## config.mk

```make
export PLATFORM = sky130hd
export DESIGN_NAME = nrzi_encode_tx_flat
export DESIGN_NICKNAME = d
export VERILOG_FILES = /design/src/rtl/nrzi_encode_tx_pkg.sv /design/src/rtl/nrzi_encode_tx_if.sv /design/src/rtl/nrzi_encode_tx_bit_timer.sv /design/src/rtl/nrzi_encode_tx.sv /design/src/flat_wrapper.sv
export SDC_FILE = /design/constraint.sdc
export NUM_CORES = 1
export LEC_CHECK = 0
export CORE_AREA = 4 4 47 49
export CTS_CLUSTER_DIAMETER = 50
export DETAILED_ROUTE_END_ITERATION = 10
export DIE_AREA = 0 0 51 53
export PLACE_DENSITY = 0.77
export SETUP_SLACK_MARGIN = 0.1
export SYNTH_ARGS = -nofsm -noshare
export SYNTH_HDL_FRONTEND = slang
export SYNTH_SLANG_ARGS = --single-unit
```

## constraint.sdc

```tcl
create_clock -name gclk -period 1.7 [get_ports gclk]
set_clock_uncertainty 0.2 [all_clocks]
set_input_delay 0.51 -clock gclk [delete_from_list [all_inputs] [get_ports gclk]]
set_output_delay 0.51 -clock gclk [all_outputs]
set_load 0.05 [all_outputs]
```

## src/rtl/nrzi_encode_tx_pkg.sv

```systemverilog
// Shared USB line definitions for the NRZI transmit encoder: FSM encodings,
// differential line constants and the J/K toggle used by NRZI coding.
package nrzi_encode_tx_pkg;

  typedef logic [1:0] state_t;
  typedef logic [1:0] line_t;

  localparam state_t ST_IDLE    = 2'd0;
  localparam state_t ST_DATA    = 2'd1;
  localparam state_t ST_EOP_SE0 = 2'd2;
  localparam state_t ST_EOP_J   = 2'd3;

  // Line values are packed as {dp, dm}.
  localparam line_t LINE_J   = 2'b10;
  localparam line_t LINE_K   = 2'b01;
  localparam line_t LINE_SE0 = 2'b00;

  function automatic line_t line_toggle(input line_t level);
    return (level == LINE_J) ? LINE_K : LINE_J;
  endfunction

endpackage

```

## src/rtl/nrzi_encode_tx_if.sv

```systemverilog
// Handshake and line-side signals of the NRZI transmit encoder.
// The serializer/pad side uses master; the encoder uses slave.
interface nrzi_encode_tx_if;

  logic start_txd;
  logic tx_data_in;
  logic tx_data_valid;
  logic tx_last;
  logic tx_ready;
  logic tx_dp;
  logic tx_dm;
  logic tx_oe;
  logic tx_busy;
  logic tx_done;
  logic tx_error;

  modport master (
    output start_txd, tx_data_in, tx_data_valid, tx_last,
    input  tx_ready, tx_dp, tx_dm, tx_oe, tx_busy, tx_done, tx_error
  );

  modport slave (
    input  start_txd, tx_data_in, tx_data_valid, tx_last,
    output tx_ready, tx_dp, tx_dm, tx_oe, tx_busy, tx_done, tx_error
  );

endinterface

```

## src/rtl/nrzi_encode_tx_bit_timer.sv

```systemverilog
// Line bit timer: counts CLKS_PER_BIT system clocks per line bit and strobes
// on count zero. Held at zero while clear is asserted.
module nrzi_encode_tx_bit_timer #(
  parameter int CLKS_PER_BIT = 1
) (
  input  logic gclk,
  input  logic reset_l,
  input  logic clear,
  output logic strobe
);

  localparam int CNT_W = (CLKS_PER_BIT > 1) ? $clog2(CLKS_PER_BIT) : 1;
  localparam logic [CNT_W-1:0] CNT_LAST = CNT_W'(CLKS_PER_BIT - 1);

  logic [CNT_W-1:0] cnt_q, cnt_d;

  always_comb begin
    cnt_d = cnt_q;
    if (clear) begin
      cnt_d = '0;
    end else if (cnt_q == CNT_LAST) begin
      cnt_d = '0;
    end else begin
      cnt_d = cnt_q + CNT_W'(1);
    end
  end

  always_ff @(posedge gclk or negedge reset_l) begin
    if (!reset_l) begin
      cnt_q <= '0;
    end else begin
      cnt_q <= cnt_d;
    end
  end

  assign strobe = (cnt_q == '0);

endmodule

```

## src/rtl/nrzi_encode_tx.sv

```systemverilog
// USB full-speed transmit encoder: bit stuffing, NRZI line coding and EOP
// generation between the packet serializer and the transceiver pads.
module nrzi_encode_tx
  import nrzi_encode_tx_pkg::*;
#(
  parameter int CLKS_PER_BIT = 1,
  parameter int STUFF_LEN    = 6,
  parameter int EOP_SE0_BITS = 2
) (
  input  logic gclk,
  input  logic reset_l,
  nrzi_encode_tx_if.slave bus
);

  localparam int EOP_W = $clog2(EOP_SE0_BITS + 1);
  localparam logic [2:0]       ONES_MAX = 3'(STUFF_LEN);
  localparam logic [EOP_W-1:0] EOP_MAX  = EOP_W'(EOP_SE0_BITS);

  state_t           state_q, state_d;
  line_t            line_q, line_d;
  logic             oe_q, oe_d;
  logic             done_q, done_d;
  logic             error_q, error_d;
  logic             last_q, last_d;
  logic [2:0]       ones_q, ones_d;
  logic [EOP_W-1:0] eop_q, eop_d;
  logic             idle;
  logic             strobe;
  logic             ready;

  assign idle = (state_q == ST_IDLE);

  nrzi_encode_tx_bit_timer #(
    .CLKS_PER_BIT(CLKS_PER_BIT)
  ) u_bit_timer (
    .gclk    (gclk),
    .reset_l (reset_l),
    .clear   (idle),
    .strobe  (strobe)
  );

  always_comb begin
    state_d = state_q;
    line_d  = line_q;
    oe_d    = oe_q;
    done_d  = 1'b0;
    error_d = 1'b0;
    last_d  = last_q;
    ones_d  = ones_q;
    eop_d   = eop_q;
    ready   = 1'b0;

    case (state_q)
      ST_IDLE: begin
        line_d = LINE_J;
        oe_d   = 1'b0;
        ones_d = '0;
        last_d = 1'b0;
        eop_d  = '0;
        if (bus.start_txd) begin
          state_d = ST_DATA;
          oe_d    = 1'b1;
        end
      end

      // Stuffing outranks EOP so a trailing run of ones is still broken up.
      ST_DATA: begin
        if (strobe) begin
          if (ones_q == ONES_MAX) begin
            line_d = line_toggle(line_q);
            ones_d = '0;
          end else if (last_q) begin
            state_d = ST_EOP_SE0;
            line_d  = LINE_SE0;
            eop_d   = EOP_W'(1);
          end else begin
            ready = 1'b1;
            if (bus.tx_data_valid) begin
              if (bus.tx_data_in) begin
                ones_d = ones_q + 3'd1;
              end else begin
                line_d = line_toggle(line_q);
                ones_d = '0;
              end
              if (bus.tx_last) begin
                last_d = 1'b1;
              end
            end else begin
              error_d = 1'b1;
              state_d = ST_EOP_SE0;
              line_d  = LINE_SE0;
              eop_d   = EOP_W'(1);
            end
          end
        end
      end

      ST_EOP_SE0: begin
        if (strobe) begin
          if (eop_q == EOP_MAX) begin
            state_d = ST_EOP_J;
            line_d  = LINE_J;
          end else begin
            eop_d = eop_q + EOP_W'(1);
          end
        end
      end

      ST_EOP_J: begin
        if (strobe) begin
          state_d = ST_IDLE;
          oe_d    = 1'b0;
          done_d  = 1'b1;
          line_d  = LINE_J;
        end
      end

      default: begin
        state_d = ST_IDLE;
      end
    endcase
  end

  always_ff @(posedge gclk or negedge reset_l) begin
    if (!reset_l) begin
      state_q <= ST_IDLE;
      line_q  <= LINE_J;
      oe_q    <= 1'b0;
      done_q  <= 1'b0;
      error_q <= 1'b0;
      last_q  <= 1'b0;
      ones_q  <= '0;
      eop_q   <= '0;
    end else begin
      state_q <= state_d;
      line_q  <= line_d;
      oe_q    <= oe_d;
      done_q  <= done_d;
      error_q <= error_d;
      last_q  <= last_d;
      ones_q  <= ones_d;
      eop_q   <= eop_d;
    end
  end

  assign bus.tx_ready = ready;
  assign bus.tx_dp    = line_q[1];
  assign bus.tx_dm    = line_q[0];
  assign bus.tx_oe    = oe_q;
  assign bus.tx_busy  = ~idle;
  assign bus.tx_done  = done_q;
  assign bus.tx_error = error_q;

endmodule

```

## src/flat_wrapper.sv

```systemverilog
// flat-port wrapper written by rule: the top's interface ports become plain ports
module nrzi_encode_tx_flat import nrzi_encode_tx_pkg::*;
#(
  parameter int CLKS_PER_BIT = 1,
  parameter int STUFF_LEN    = 6,
  parameter int EOP_SE0_BITS = 2
)
  (gclk, reset_l, bus_start_txd, bus_tx_data_in, bus_tx_data_valid, bus_tx_last, bus_tx_ready, bus_tx_dp, bus_tx_dm, bus_tx_oe, bus_tx_busy, bus_tx_done, bus_tx_error);
  nrzi_encode_tx_if bus_i ();
  input  logic gclk;
  input  logic reset_l;
  input wire logic [$bits(bus_i.start_txd)-1:0] bus_start_txd;
  input wire logic [$bits(bus_i.tx_data_in)-1:0] bus_tx_data_in;
  input wire logic [$bits(bus_i.tx_data_valid)-1:0] bus_tx_data_valid;
  input wire logic [$bits(bus_i.tx_last)-1:0] bus_tx_last;
  output wire logic [$bits(bus_i.tx_ready)-1:0] bus_tx_ready;
  output wire logic [$bits(bus_i.tx_dp)-1:0] bus_tx_dp;
  output wire logic [$bits(bus_i.tx_dm)-1:0] bus_tx_dm;
  output wire logic [$bits(bus_i.tx_oe)-1:0] bus_tx_oe;
  output wire logic [$bits(bus_i.tx_busy)-1:0] bus_tx_busy;
  output wire logic [$bits(bus_i.tx_done)-1:0] bus_tx_done;
  output wire logic [$bits(bus_i.tx_error)-1:0] bus_tx_error;
  assign bus_i.start_txd = bus_start_txd;
  assign bus_i.tx_data_in = bus_tx_data_in;
  assign bus_i.tx_data_valid = bus_tx_data_valid;
  assign bus_i.tx_last = bus_tx_last;
  assign bus_tx_ready = bus_i.tx_ready;
  assign bus_tx_dp = bus_i.tx_dp;
  assign bus_tx_dm = bus_i.tx_dm;
  assign bus_tx_oe = bus_i.tx_oe;
  assign bus_tx_busy = bus_i.tx_busy;
  assign bus_tx_done = bus_i.tx_done;
  assign bus_tx_error = bus_i.tx_error;
  nrzi_encode_tx #(.CLKS_PER_BIT(CLKS_PER_BIT), .STUFF_LEN(STUFF_LEN), .EOP_SE0_BITS(EOP_SE0_BITS)) u_core (.gclk(gclk), .reset_l(reset_l), .bus(bus_i));
endmodule
```

# Word-level counts from Yosys, hierarchy flattened

Cells that the tools add are included.

Bits in registers: 14
Bits of input ports: 6
Output and inout port bits: 7
Logic and storage cells: 94

Add/sub/neg operators: 3
Equality and inequality tests: 17
Mux-type cells: 54
Bitwise operators: 1
Reduce and logical (&&, ||, !) cells: 10

Operators with widths:

| cell                  | count |
|---|---|
| $mux W2               | 23 |
| $mux W1               | 20 |
| $pmux W2 S4           | 2 |
| $mux W3               | 5 |
| $ne A2 B2 Y1 const B  | 6 |
| $eq A2 B2 Y1 const B  | 4 |
| $reduce_and A7 Y1     | 1 |
| $ne A3 B2 Y1 const B  | 2 |
| $pmux W2 S3           | 1 |
| $pmux W3 S2           | 1 |
| $reduce_and A6 Y1     | 1 |
| $ne A5 B3 Y1 const B  | 1 |
| $reduce_and A5 Y1     | 1 |
| $pmux W1 S2           | 2 |
| $reduce_and A4 Y1     | 1 |
| $reduce_bool A2 Y1    | 2 |
| $add A3 B1 Y3 const B | 1 |
| $eq A3 B3 Y1 const B  | 1 |
| $ne A3 B3 Y1 const B  | 1 |
| $reduce_and A3 Y1     | 1 |
| $reduce_bool A3 Y1    | 1 |
| $add A2 B1 Y2 const B | 1 |
| $eq A2 B1 Y1 const B  | 1 |
| $logic_not A2 Y1      | 1 |
| 4 further kinds       | 4 |

# Longest topological paths before layout

Word-level depth: 8
Mapped depth: 6
Mapped depth without buffers: 6

# By module

From an unflattened synthesis, not the netlist that was laid out.

Cell total of the unflattened synthesis: 82
Area total of the unflattened synthesis: 815.8 sq um

Modules (own cells, without submodules):

| module                   | times used | cells each | area each (sq um) | seq. area each (sq um) |
|---|---|---|---|---|
| nrzi_encode_tx           | 1          | 80         | 804.5             | 326.6 |
| nrzi_encode_tx_bit_timer | 1          | 2          | 11.3              | 0.0 |

# Worst setup path before layout

No wires, ideal clock.

Path kind: reg2out
From: register u_core.state_q[1]
To: output bus_tx_ready
Arrival time: 1603 ps
Data required time: 990 ps
Path slack: -613 ps
Stages on the path, launching flop included: 5
Path buffers: 0
Cell sequence: dfrtp_1 inv_1 ha_1 nand2b_1 nor2_1

Longest elaborated chain between the ends: 2

RTL lines:

| element                | line                  | RTL |
|---|---|---|
| start, declared        | nrzi_encode_tx.sv:19  | `state_t state_q, state_d;` |
| start signal, assigned | nrzi_encode_tx.sv:135 | `state_q <= state_d;` |
| $eq A2 B1 Y1           | nrzi_encode_tx.sv:53  | `case (state_q)` |
| $mux W1                | nrzi_encode_tx.sv:53  |  |
| end, declared          | flat_wrapper.sv:16    | `output wire logic [$bits(bus_i.tx_ready)-1:0] bus_tx_ready;` |

No other way between the ends.

# Worst setup path after layout

From: register u_core.ones_q[1]
To: output bus_tx_ready

Longest elaborated chain between the ends: 4

RTL lines:

| element                | line                  | RTL |
|---|---|---|
| start, declared        | nrzi_encode_tx.sv:25  | `logic [2:0] ones_q, ones_d;` |
| start signal, assigned | nrzi_encode_tx.sv:141 | `ones_q <= ones_d;` |
| $eq A3 B3 Y1           | nrzi_encode_tx.sv:69  | `if (ones_q == ONES_MAX) begin` |
| $mux W1                | nrzi_encode_tx.sv:69  |  |
| $mux W1                | nrzi_encode_tx.sv:68  | `if (strobe) begin` |
| $mux W1                | nrzi_encode_tx.sv:53  |  |

No other way between the ends.

==> results.sh <==
export IMPL_status="complete, but fails checks"
export IMPL_violations="setup timing"
export IMPL_yosysTopAreaCell="dfrtp_1"
export IMPL_cp_max_fo=2
export IMPL_maxSlewHeadroom_pct=80.74
export IMPL_dieArea_um2=2703
export IMPL_tns_ps=-3171
export IMPL_grt_pass1_vias=837
export IMPL_min_path_type="reg2reg"
export IMPL_finalPower_mw=2.834
export IMPL_ys_seq_area_share_pct=42.37
export IMPL_netlist_cell_type_count=32
export IMPL_critPathKind="reg2out"
export IMPL_grt_pass1_wl_um=3788
export IMPL_syn_nets=86
export IMPL_ant_nets=0
export IMPL_synth_seq_cells=13
export IMPL_wl_per_cell_um=17.26
export IMPL_nFillCells=103
export IMPL_place_congestion=0.8345
export IMPL_initial_core_util_pct=41.40
export IMPL_antennaDiodeCount=0
export IMPL_period_needed_ps=2118
export IMPL_io_buffers=12
export IMPL_p_switching_mw=1.233
export IMPL_async_flop_share_pct=100.0
export IMPL_setup_viol=12
export IMPL_critPathRequiredTime_ps=990
export IMPL_clockPowerShare_pct=7.4
export IMPL_p_seq_share_pct=20.0
export IMPL_crit_chain="ha_4 > and2_4 > nand2b_4 > nor2_4 > buf_12"
export IMPL_layout_setup_ws_ps=-417.6
export IMPL_end_kind="primary output"
export IMPL_drive_gt1_share_pct=61.29
export IMPL_drc=0
export IMPL_chipHeight_um=53
export IMPL_cts_buffer_depth=2
export IMPL_clock_root_buffer="clkbuf_4"
export IMPL_cpPeakStageDelay_ps=420
export IMPL_postCtsHoldBufs=0
export IMPL_antenna_found_initial=0
export IMPL_cts_max_level=1
export IMPL_arrival_ps=1410
export IMPL_yosys_top_cells_area="dfrtp_1 (39%), ha_1 (13%), inv_1 (4.4%)"
export IMPL_synth_avg_cell_area_um2=10.70
export IMPL_num_vias=792
export IMPL_core_um2=1862
export IMPL_grt_max_degree=14
export IMPL_fin_crit_sh_pct=124.6
export IMPL_grt_use_total_pct=19.05
export IMPL_hold_violations=0
export IMPL_io_pins=13
export IMPL_critPathSlowestCell="dfrtp_1"
export IMPL_synthTopCellsByCount="dfrtp_1 (12), inv_1 (9), ha_1 (8)"
export IMPL_first_iter_violations=12
export IMPL_fp_dieW_um=51
export IMPL_ys_flop_type="dfrtp_1"
export IMPL_syn_instance_count=72
export IMPL_dr_pass1_iters=4
export IMPL_insertion_delay_ps=290
export IMPL_fin_util_pct=79.23
export IMPL_max_clock_freq_mhz=472.2
export IMPL_p_per_area_nw_per_um2=1921
export IMPL_power_internal_mw=1.600
export IMPL_cts_buffers=3
export IMPL_vdd_ir_drop_max_uv=1266
export IMPL_rsz0062_at_grt="true"
export IMPL_leakage_nw=0.6954
export IMPL_drv_cap=0
export IMPL_num_nets_final=139
export IMPL_start_kind="flop"
export IMPL_synth_edf_count=0
export IMPL_synth_top_area_share_pct=38.96
export IMPL_cts_clk_slew_worst_paths_ps=80
export IMPL_pwr_share_comb_pct=72.6
export IMPL_slew_viol_final=0
export IMPL_cts_sinks=13
export IMPL_via_per_inst=5.245
export IMPL_hpwl_um=1503
export IMPL_synthMostInstantiatedCell="dfrtp_1"
export IMPL_worst_pin_slew_ps=286.5
export IMPL_swShare_pct=43.52
export IMPL_area_growth_pct=91.40
export IMPL_grt_ovfl_total=0
export IMPL_yosysWarnings=0
export IMPL_rows=16
export IMPL_wl_um=2606
export IMPL_syn_area_um2=770.7
export IMPL_cts_tree="built"
-- metrics by stage --
stage | instance area [µm²] | instances | setup WS (ps) | hold slack (ps)
floorplan | 842.1 | 72 | -158.7 | 14.41
global placement | 1224 | 132 | -379.2 | 276.3
detailed placement | 1224 | 132 | -421.1 | 282.5
CTS | 1353 | 145 | -390.4 | 306.5
global route | 1475 | 151 | -487.3 | 336.4
finish | 1475 | 151 | -417.6 | 306.2
-- layout make-up --
cell class / instances / area, µm² / area share [%]
Multi-Input combinational cell: 50 / 546.8 / 37.07
Inverter: 9 / 37.54 / 2.545
Timing Repair Buffer: 48 / 501.7 / 34.01
Sequential cell: 13 / 329.1 / 22.31
Clock buffer: 4 / 26.28 / 1.781
Tap cell: 27 / 33.78 / 2.290
-- worst max-delay path: cells and delay by family, from the launching register on --
kind                     cells  cell delay [ps]
AND/OR/NAND/NOR              3              400
adder cells (fa/ha/maj)      1              170
buffers and inverters        1              140
flip-flops                   1              420
-- per-layer routing --
layer / vias up / wire length (µm) / share of wire [%] / global-route usage [%]
li1: 361 / - / - / -
met1: 393 / 1035 / 40 / 20.59
met2: 27 / 1388 / 53 / 34.33
met3: 11 / 105 / 4.0 / 3.380
met4: 0 / 76 / 2.9 / 11.66
met5: - / 0 / 0 / 0
-- sequential cells by signal, indices dropped and copies added, names as in the netlist --
name and cells:
u_core.ones_q 3, u_core.eop_q 2, u_core.line_q 2, u_core.state_q 2, u_core.bus.tx_done 1, u_core.bus.tx_error 1, u_core.bus.tx_oe 1, u_core.last_q 1
-- cells in the final DEF, fill, tap and decap left out, types with 2 or more instances in the layout --
cell type,n
a21oi_1,2
buf_12,8
buf_4,27
buf_6,8
clkbuf_4,3
clkdlybuf4s50_1,4
dfrtp_1,10
dfrtp_2,2
ha_1,4
ha_4,4
inv_1,5
inv_2,3
mux2_4,4
nand2_1,3
nand2b_1,3
nand3_2,2
nand4_1,2
o21ai_4,2
o2bb2ai_2,2
-- path summary, 6_finish.rpt --
kind,start,endpoint,slack (ps),cells after the start
worst max-delay path,u_core.ones_q[1],bus_tx_ready,-420,5
worst min-delay path,u_core.eop_q[1],u_core.eop_q[1],310,1
worst max register to register,u_core.ones_q[1],u_core.state_q[1],-360,9
worst min register to register,u_core.eop_q[1],u_core.eop_q[1],310,1
max in group asynchronous,reset_l,u_core.line_q[1],730,2
min in group asynchronous,reset_l,u_core.bus.tx_oe,320,2
-- power by group through the flow --
stage / clock, mW / combinational (mW) / sequential (mW)
5_1_grt: 0.226 / 2.17 / 0.581
3_5_place_dp: 0 / 1.65 / 0.567
6_report: 0.209 / 2.06 / 0.567
2_1_floorplan: 0 / 0.808 / 0.692
4_1_cts: 0.209 / 1.81 / 0.556
3_3_place_gp: 0 / 1.60 / 0.559
-- cell families (layout without fill, tap and decap cells) --
family,Yosys count,in the layout,synth area share (%)
AND/OR/NAND/NOR,22,22,16.72
multiplexers,5,5,8.117
buffers and inverters,9,61,4.383
adder cells (fa/ha/maj),8,8,12.99
flip-flops,13,13,42.37
AO/OA/AOI/OAI,15,15,15.43
-- repair_timing --
item	4_1_cts	5_1_grt
resized for setup	9	13
buffers inserted	9	6
pin swaps	10	3
setup endpoints to repair	13	15
Power figures use the tool's default switching activity.
